==> config.mk <==
export PLATFORM = sky130hd
export DESIGN_NAME = param_queue
export DESIGN_NICKNAME = d
export VERILOG_FILES = /design/src/rtl/queue_pkg.sv /design/src/rtl/queue_ptr.sv /design/src/rtl/param_queue.sv
export SDC_FILE = /design/constraint.sdc
export NUM_CORES = 1
export LEC_CHECK = 0
export ABC_AREA = 1
export BUFFER_PORTS_ARGS = -buffer_cell sky130_fd_sc_hd__buf_2
export CAP_MARGIN = 15
export CORE_ASPECT_RATIO = 1.25
export CORE_MARGIN = 2
export CORE_UTILIZATION = 33
export CTS_BUF_LIST = sky130_fd_sc_hd__clkbuf_8
export DETAILED_ROUTE_END_ITERATION = 10
export GPL_TIMING_DRIVEN = 0
export PLACE_DENSITY = 0.61
export REMOVE_ABC_BUFFERS = 1
export SLEW_MARGIN = 10
export SYNTH_ARGS = -nofsm -noshare
export SYNTH_HDL_FRONTEND = slang
export SYNTH_SLANG_ARGS = --single-unit
==> constraint.sdc <==
create_clock -name clk -period 5 [get_ports clk]
set_input_delay 0.5 -clock clk [delete_from_list [all_inputs] [get_ports clk]]
set_output_delay 0.5 -clock clk [all_outputs]
set_load 0.02 [all_outputs]
==> src/rtl/queue_pkg.sv <==
// Shared helpers for the parametrised ready/valid queue.
package queue_pkg;

  localparam int Q_PIPE = 1;
  localparam int Q_FLOW = 1;

  typedef logic [31:0] count_t;

  // Ceiling log2, never below 1 so a 1-entry pointer still has a bit.
  function automatic int clog2(input int n);
    int r;
    r = 1;
    while ((1 << r) < n) r++;
    return r;
  endfunction

endpackage

==> src/rtl/queue_ptr.sv <==
// Wrapping queue pointer: counts 0..DEPTH-1 with explicit wrap.
module queue_ptr
  import queue_pkg::*;
#(
  parameter  int DEPTH = 2,
  localparam int PW    = clog2(DEPTH)
) (
  input  logic          clk,
  input  logic          clear,
  input  logic          inc,
  output logic [PW-1:0] ptr
);

  logic at_end;

  assign at_end = (ptr == PW'(DEPTH - 1));

  always_ff @(posedge clk) begin
    if (clear)
      ptr <= '0;
    else if (inc)
      ptr <= at_end ? '0 : ptr + PW'(1);
  end

endmodule

==> src/rtl/param_queue.sv <==
// Parametrised ready/valid FIFO with optional PIPE/FLOW modes.
// Define QUEUE_FLUSH_EN to add the io_flush input.
module param_queue
  import queue_pkg::*;
#(
  parameter  int DATA_W = 8,
  parameter  int DEPTH  = 2,
  parameter  int PIPE   = 0,
  parameter  int FLOW   = 0,
  localparam int CW     = clog2(DEPTH + 1),
  localparam int PW     = clog2(DEPTH)
) (
  input  logic              clk,
  input  logic              reset,
  output logic              io_enq_ready,
  input  logic              io_enq_valid,
  input  logic [DATA_W-1:0] io_enq_bits,
  input  logic              io_deq_ready,
  output logic              io_deq_valid,
  output logic [DATA_W-1:0] io_deq_bits,
  output logic [CW-1:0]     io_count
`ifdef QUEUE_FLUSH_EN
  ,
  input  logic              io_flush
`endif
);

  localparam bit PIPE_ON = (PIPE == Q_PIPE);
  localparam bit FLOW_ON = (FLOW == Q_FLOW);

  logic [DATA_W-1:0] ram [DEPTH];
  logic [PW-1:0]     enq_ptr;
  logic [PW-1:0]     deq_ptr;
  logic              maybe_full;
  logic              ptr_match;
  logic              empty;
  logic              full;
  logic              do_enq;
  logic              do_deq;
  logic              bypass;
  logic              enq_fire;
  logic              deq_fire;
  logic              flush;
  logic              clear;
  count_t            e_w;
  count_t            d_w;
  count_t            cnt;

`ifdef QUEUE_FLUSH_EN
  assign flush = io_flush;
`else
  assign flush = 1'b0;
`endif

  assign clear     = reset | flush;
  assign ptr_match = (enq_ptr == deq_ptr);
  assign empty     = ptr_match & ~maybe_full;
  assign full      = ptr_match & maybe_full;

  assign io_enq_ready = ~full | (PIPE_ON & io_deq_ready);
  assign io_deq_valid = ~empty | (FLOW_ON & io_enq_valid);
  assign io_deq_bits  = (FLOW_ON && empty) ? io_enq_bits
                                           : ram[deq_ptr];

  assign do_enq = io_enq_ready & io_enq_valid;
  assign do_deq = io_deq_ready & io_deq_valid;

  // A flow-through transfer never touches storage.
  assign bypass   = FLOW_ON & empty & do_enq & do_deq;
  assign enq_fire = do_enq & ~bypass;
  assign deq_fire = do_deq & ~bypass;

  always_ff @(posedge clk) begin
    if (enq_fire && !clear)
      ram[enq_ptr] <= io_enq_bits;
  end

  always_ff @(posedge clk) begin
    if (clear)
      maybe_full <= 1'b0;
    else if (enq_fire != deq_fire)
      maybe_full <= enq_fire;
  end

  queue_ptr #(.DEPTH(DEPTH)) u_enq_ptr (
    .clk   (clk),
    .clear (clear),
    .inc   (enq_fire),
    .ptr   (enq_ptr)
  );

  queue_ptr #(.DEPTH(DEPTH)) u_deq_ptr (
    .clk   (clk),
    .clear (clear),
    .inc   (deq_fire),
    .ptr   (deq_ptr)
  );

  always_comb begin
    e_w = count_t'(enq_ptr);
    d_w = count_t'(deq_ptr);
    if (full)
      cnt = count_t'(DEPTH);
    else if (e_w >= d_w)
      cnt = e_w - d_w;
    else
      cnt = e_w + count_t'(DEPTH) - d_w;
  end

  assign io_count = CW'(cnt);

endmodule
==> Yosys cells after proc, flatten, opt, wreduce, memory -nomap -nowiden <==
Memories as Yosys holds them, arrays and structs flattened. A register that Yosys moved wholly into a read port is not among the register bits.
Cells that the tools add are included.
W data, S select, Z words.
{ "op_classes": {"reduce_logical": 2, "eq_ne": 2, "n_bitwise": 7, "mux": 8, "addsub": 5, "order_cmp": 1} }
{ "op_table": {"columns": ["op", "count"], "rows": [
  ["$mux W1", 6],
  ["$and A1 B1 Y1", 4],
  ["$mux W2", 2],
  ["$not A1 Y1", 3],
  ["$add A1 B1 Y1 const B", 2],
  ["$add A1 B2 Y2 const B", 1],
  ["$sub A1 B1 Y2", 1],
  ["$sub A2 B1 Y2", 1],
  ["$eq A1 B1 Y1", 1],
  ["$ge A1 B1 Y1", 1],
  ["$logic_and A1 B1 Y1", 1],
  ["$logic_not A1 Y1", 1],
  ["$ne A1 B1 Y1", 1]
]} }
{ "word_totals": {"mem_count": 1, "output_inout_bits": 12, "regBits": 3, "ram_bits": 16} }
{ "memory_table": {"columns": ["memory", "depth", "width", "rd", "rd_ports_with_merged_regs", "write_ports", "line_no", "text"], "rows": [
  ["ram", 2, 8, 1, 1, 1, "param_queue.sv:31", "logic [DATA_W-1:0] ram [DEPTH];"]
]} }

==> Depth between registers and ports, before layout <==
Gate-level depths: netlist of run 1.
{ "logic_depth": {"ltp_word": 7, "mapped_depth": 6, "mapped_depth_nobuf": 6} }

==> By module <==
From an unflattened synthesis of run 1, not the netlist that was laid out.
{ "hier_totals": {"cells_unflattened": 59, "area_unflattened_um2": 817.0} }
{ "by_module_without_submodules": {"columns": ["module", "area_per_inst_um2", "instances", "cells_each"], "rows": [
  ["param_queue", 739.5, 1, 47],
  ["queue_ptr", 38.8, 2, 6]
]} }

==> Worst setup path after synthesis of run 1 <==
Ideal clock, no wire load.
{ "synth_path": {"path_kind": "register to register", "startpoint": "register u_enq_ptr.ptr", "endpoint": "memory ram[1][0] (enable)", "required_time_ns": 4.617, "stages_incl_launch_ff": 6, "path_slack_ns": 3.049, "synth_period_minus_slack_ns": 1.951, "t_arrival_ns": 1.567, "n_path_buf": 0, "setup_time_ns": 0.383, "cell_sequence": "dfxtp_1 inv_1 ha_1 nand2_2 nand2_2 nor3_1"} }
{ "synth_between": {"elab_chain_len": 7} }
{ "synth_rtl": {"columns": ["element", "line_no", "text"], "rows": [
  ["start, declared", "queue_ptr.sv:11", "output logic [PW-1:0] ptr"],
  ["start signal, assigned", "queue_ptr.sv:22", "ptr <= at_end ? '0 : ptr + PW'(1);"],
  ["$eq A1 B1 Y1", "param_queue.sv:56", "assign ptr_match = (enq_ptr == deq_ptr);"],
  ["$and A1 B1 Y1", "param_queue.sv:58", "assign full = ptr_match & maybe_full;"],
  ["$not A1 Y1", "param_queue.sv:60", "assign io_enq_ready = ~full | (PIPE_ON & io_deq_ready);"],
  ["via io_enq_ready", "param_queue.sv:15", "output logic io_enq_ready,"],
  ["$and A1 B1 Y1", "param_queue.sv:65", "assign do_enq = io_enq_ready & io_enq_valid;"],
  ["$logic_and A1 B1 Y1", "param_queue.sv:74", "if (enq_fire && !clear)"],
  ["$mux W1", "param_queue.sv:74", null],
  ["$mux W1 (implied by the code)", "param_queue.sv:75", "ram[enq_ptr] <= io_enq_bits;"],
  ["end, declared", "param_queue.sv:31", null]
]} }
The timed path passes the listed nets, and every way through them passes these cells.

==> Final worst setup path of run 1 <==
{ "layout_path": {"startpoint": "register u_enq_ptr.ptr", "endpoint": "memory ram[1][5] (enable)"} }
{ "layout_between": {"elab_chain_len": 7} }
{ "layout_rtl": {"columns": ["element", "line_no"], "rows": [
  ["$eq A1 B1 Y1", "param_queue.sv:56"],
  ["$and A1 B1 Y1", "param_queue.sv:58"],
  ["$not A1 Y1", "param_queue.sv:60"],
  ["$and A1 B1 Y1", "param_queue.sv:65"],
  ["$logic_and A1 B1 Y1", "param_queue.sv:74"],
  ["$mux W1", "param_queue.sv:74"],
  ["$mux W1 (implied by the code)", "param_queue.sv:75"]
]} }
Parallel ways exist; a longest one is shown, timed or not.

==> flow_summary.toml, run 1 <==
[status]
status = "completed"

[placement]
io_buffers = 23
gp_congestion = 0.6382
dp_hpwl_um = 870.7
dp.cells = 109

[synth]
synthTopCellsByArea = "edfxtp_1 (58%), mux2_4 (14%), dfxtp_1 (9.6%)"
ys_seq_area_share_pct = 67.17
synth_top_area_share_pct = 57.57
synth_largest_area_cell = "edfxtp_1"
synth_cell_type_count = 17
syn_area_per_cell_um2 = 15.45
syn_inst = 54
synth_seq_cells = 20
synth_area_um2 = 834.6
synth_warnings = 0

[floorplan]
rows = 20
dieArea_mm2 = 0.002950
die_h_um = 60.23
start_util_pct = 34.38
io_pins = 24
die_w_um = 48.98
core_mm2 = 0.002427

[sta]
post-route-min-period_ps = 1896
relSlewSlack_pct = 54.27
fin_worst_skew_ps = 1.136
finalCritPeriodShare_pct = 37.92
finalHoldWorstSlack_ps = 441.1
fmax_mhz = 527.5
rsz0062_at_grt = "false"
final_hold_viol_count = 0
worstMarginPinSlew_ps = 683.4
drv_slew = 0
setup_viol = 0
fin_tns_setup_ps = 0

[clock_tree]
htreeDepth = 1
hold_buffers = 0
cts-root-buf = "clkbuf_8"
insertion_delay_ps = 240
numClockSinks = 20
cts_tree = "yes"
clkTransAtPathRegs_ps = 60
cts_buffers = 3
post_cts_buffers = 0
cts_resized = 0
clockBufferDepth = 2

[layout]
layout-drive-gt1-share_pct = 49.38
nets = 96
area_growth_pct = 23.39
antenna_cells = 0
regArea_um2 = 560.5
mostFrequentLayoutCells = "buf_2 (24), edfxtp_1 (16), mux2_4 (8)"
layout_commonest_cell = "buf_2"
fin_cells = 114
multiInputGateArea_um2 = 244.0
n_fill_cell = 241

[power]
p_switching_uw = 100.9
powerDensity_mw_per_mm2 = 372.1
peakVddDrop_v = 0.0001532
p_seq_share_pct = 52.5
p_clk_share_pct = 25.5
p_leak_uw = 0.0004305
p_int_uw = 282.2
p_sw_share_pct = 26.35
combPwrFrac_pct = 22.0

[global_routing]
grt_usage_pct = 8.977
grt_pass1_vias = 449
overflow = 0
grt_max_degree = 12
antenna_found_initial = 0
grt_pass1_wl_mm = 1.932

[detailed_routing]
dr.pass1.iters = 4
via_count = 472
routed_wl_mm = 1.142
via_per_inst = 4.140
ant_nets = 0
wl_per_cell_um = 10.02
drc = 0
drtIter0Drc = 11

[setup_path]
critPathTopFamily = "simple AND/OR/NAND/NOR gates"
timing.rr.start = "u_enq_ptr.ptr"
cp_max_fo = 6
cp_cell_sequence = "inv_1, ha_1, nand2_2, nand2_2, nor3_1, buf_2"
worst_path_largest_cell_delay_ps = 360
crit_slowest_cell = "ha_1"
path_class = "flop to flop"
worst-path-buf-inv = 2
cp-end-kind = "flop"
crit_arrival_ps = 1840
cp_common_cell = "nand2_2"
timing.rr.end = "ram[1][5]"
worst_r2r_path_depth = 6
cp.required_ps = 4950
start_kind = "flop"
rrSetupSlack_ps = 3100

[worst_hold_path]
holdCritStartpoint = "io_enq_bits[5]"
min_to = "ram[0][5]"
min_path_type = "input pin to flop"
hold_path_depth = 1

[flow_run]
drv_cap = 0
[synth_stat cells]
master    number
mux2_4         8
nand3_1        2
nand3_2        1
o21ai_1        1
buf_6          1
nand2_1        2
dfxtp_1        4
nand2_2        3
a21oi_2        1
ha_1           2
inv_1          5
edfxtp_1      16
o21ai_0        2
a21boi_0       1
nor2_1         3
a21oi_1        1
nor3_1         1
[layer usage]
layer  global-route usage [%]  up-vias  wire length [µm]  part of all wire (%)
met5                        0        -                 0                     0
met4                    3.673        0                 0                     0
met3                    2.500        0                77                   6.7
met2                    16.83       18               609                    53
met1                    9.554      208               455                    40
li1                         -      246                 -                     -
[stage by stage]
stage               power, µW  instance area, µm²  worst slack [ps]  util [%]
finish                  383.1                1030              3104     42.42
global route            404.7                1030              2963     42.42
CTS                     390.1                1025              2735     42.22
detailed placement      290.6               979.7              2758     40.36
global placement        288.7               979.7              2765     40.36
floorplan               263.6               823.3              3049         -
[cell families after synthesis]
kind of cell    after synthesis  share of synthesized area, %
buf+inv                       6                         3.598
flops                        20                         67.17
simple gates                 12                         7.496
compound gates                6                         4.347
mux                           8                         14.39
fa+ha+maj                     2                         2.998
[state kept, by name, indices dropped and copies added (netlist names), named ones only]
register,flops
ram,16
maybe_full,1
u_enq_ptr.ptr,1
u_deq_ptr.ptr,1
[power by group through the flow]
stage | combinational [µW] | sequential [µW] | clock, µW
2_1_floorplan | 60.9 | 203 | 0
3_3_place_gp | 83.9 | 205 | 0
3_5_place_dp | 85.1 | 205 | 0
4_1_cts | 85.4 | 202 | 103
5_1_grt | 92.4 | 203 | 109
6_report | 84.1 | 201 | 97.7
[worst max path at each step]
stage / from / to / depth (start not counted)
final: u_enq_ptr.ptr / ram[1][5] / 6
after global routing: u_enq_ptr.ptr / ram[1][4] / 6
after CTS: u_enq_ptr.ptr / ram[1][4] / 5
after detailed placement: u_enq_ptr.ptr / ram[1][5] / 5
after global placement: u_enq_ptr.ptr / ram[1][5] / 5
after floorplan: u_enq_ptr.ptr / ram[1][0] / 5
[cell type report]
| cell class | instances | share of cell area [%] |
|---|---|---|
| Clock buffer | 3 | 4.010 |
| Clock inverter | 1 | 0.3645 |
| Inverter | 5 | 1.823 |
| Multi-Input combinational cell | 28 | 23.69 |
| Sequential cell | 20 | 54.43 |
| Tap cell | 33 | 4.010 |
| Timing Repair Buffer | 24 | 11.66 |
(Power assumes the default switching activity.)
==> run 2, diff against run 1 <==
Clock period 5 ns to 1.9 ns, I/O delays scaled along.
==> run 2 against run 1 <==
Effect of this change: global-route usage up 0.38 points; via count fell by 0.85%; utilization grew 0.36 points; power grew to 2.6 times the previous value.
==> flow_summary.toml, run 2 (synthesis gave the netlist of run 1 again) <==
[power]
powerDensity_mw_per_mm2 = 977.0
p_leak_uw = 0.0004297
peakVddDrop_v = 0.0004032
power_uw = 1015

[setup_path]
timing.rr.end = "ram[0][5]"
start_kind = "flop"
cp.required_ps = 1790
rrSetupSlack_ps = 150
cp_max_fo = 8
crit_arrival_ps = 1640
worst_r2r_path_depth = 5
path_class = "flop to flop"
cp-end-kind = "flop"
timing.rr.start = "u_enq_ptr.ptr"

[worst_hold_path]
min_path_type = "input pin to flop"
holdCritStartpoint = "io_enq_bits[5]"
min_to = "ram[0][5]"
hold_path_depth = 1

[floorplan]
start_util_pct = 34.38
die_h_um = 60.23
dieArea_mm2 = 0.002950
rows = 20
core_mm2 = 0.002427
die_w_um = 48.98
io_pins = 24

[global_routing]
grt_max_degree = 12
overflow = 0
grt_usage_pct = 9.358
antenna_found_initial = 0
grt_pass1_wl_mm = 2.014
grt_pass1_vias = 458

[detailed_routing]
via_per_inst = 4.142
drc = 0
via_count = 468
ant_nets = 0
drtIter0Drc = 4
routed_wl_mm = 1.159
dr.pass1.iters = 3
wl_per_cell_um = 10.26

[clock_tree]
htreeDepth = 1
insertion_delay_ps = 240
clkTransAtPathRegs_ps = 60
cts-root-buf = "clkbuf_8"
cts_buffers = 3
clockBufferDepth = 2
cts_tree = "yes"
numClockSinks = 20
post_cts_buffers = 0

[layout]
multiInputGateArea_um2 = 257.7
largest_reg_flops = 16
largest_register = "ram"
area_growth_pct = 24.44
n_fill_cell = 240
layout-drive-gt1-share_pct = 51.25
layout_commonest_cell = "buf_2"
antenna_cells = 0
nets = 95
regArea_um2 = 560.5
mostFrequentLayoutCells = "buf_2 (23), edfxtp_1 (16), mux2_4 (8)"

[placement]
dp_hpwl_um = 870.7
io_buffers = 23
gp_congestion = 0.6382

[sta]
post-route-min-period_ps = 1745
finalCritPeriodShare_pct = 91.85
final_hold_viol_count = 0
drv_slew = 0
finalHoldWorstSlack_ps = 130.0
rsz0062_at_grt = "false"
worstMarginPinSlew_ps = 504.7
fmax_mhz = 573.0
relSlewSlack_pct = 66.31
fin_worst_skew_ps = 0.3484
setup_viol = 0

[status]
status = "completed"

[flow_run]
drv_cap = 0
==> run 2: cell types whose count changed in the layout (fill, tap and decap cells not counted) <==
| cell | before | now |
|---|---|---|
| nor2_2 | 0 | 1 |
| nor3_4 | 0 | 1 |
| nor2_1 | 3 | 2 |
| nor3_1 | 1 | 0 |
| buf_2 | 24 | 23 |
==> run 2: layer usage <==
layer | GRT usage, % | up-vias | part of all wire, %
met5 | 0 | - | 0
met4 | 3.673 | 0 | 0
met3 | 2.500 | 0 | 6.1
met2 | 17.61 | 18 | 55
met1 | 10.03 | 206 | 39
li1 | - | 244 | -
==> run 2: worst max path at each step <==
stage	slack (ps)	end	depth (start not counted)	from
after floorplan	-50	ram[1][0]	5	u_enq_ptr.ptr
after global placement	-340	ram[1][5]	5	u_enq_ptr.ptr
after detailed placement	-340	ram[1][5]	5	u_enq_ptr.ptr
after CTS	5	ram[1][4]	5	u_enq_ptr.ptr
after global routing	30	ram[1][4]	5	u_enq_ptr.ptr
final	150	ram[0][5]	5	u_enq_ptr.ptr
==> run 2: what timing repair did <==
action	4_1_cts	5_1_grt
hold buffers	0	0
endpoints found under the setup margin	16	8
gates resized for setup	2	1
==> run 2: where the power goes <==
group / internal, µW / leakage, µW / total [µW] / switching, µW
Combinational: 96.7 / 0.000223 / 227 / 130
Sequential: 504 / 0.000180 / 529 / 25.9
Clock: 143 / 0.0000269 / 258 / 115
Total: 743 / 0.000430 / 1010 / 271
==> run 2: area by class of cell <==
cell class                      instances  area share, %
Sequential cell                        20          53.98
Tap cell                               33          3.976
Inverter                                5          1.807
Multi-Input combinational cell         28          24.82
Clock inverter                          1         0.3614
Clock buffer                            3          3.976
Timing Repair Buffer                   23          11.08
==> run 2: worst max-delay path: stages (launching register included) <==
cell,delay [ps]
dfxtp_1,330
inv_1,110
ha_1,370
nand2_2,110
nand2_2,100
nor2_2,370
==> run 2: metrics by stage <==
step                std cells  utilization [%]  TNS [ps]  setup WS, ps  area, µm²
floorplan                  53                -    -406.4        -50.80      823.3
global placement          109            40.36     -2680        -335.1      979.7
detailed placement        109            40.36     -2730        -341.6      979.7
CTS                       113            42.53         0         5.038       1032
global route              113            42.78         0         25.83       1039
finish                    113            42.78         0         154.9       1039
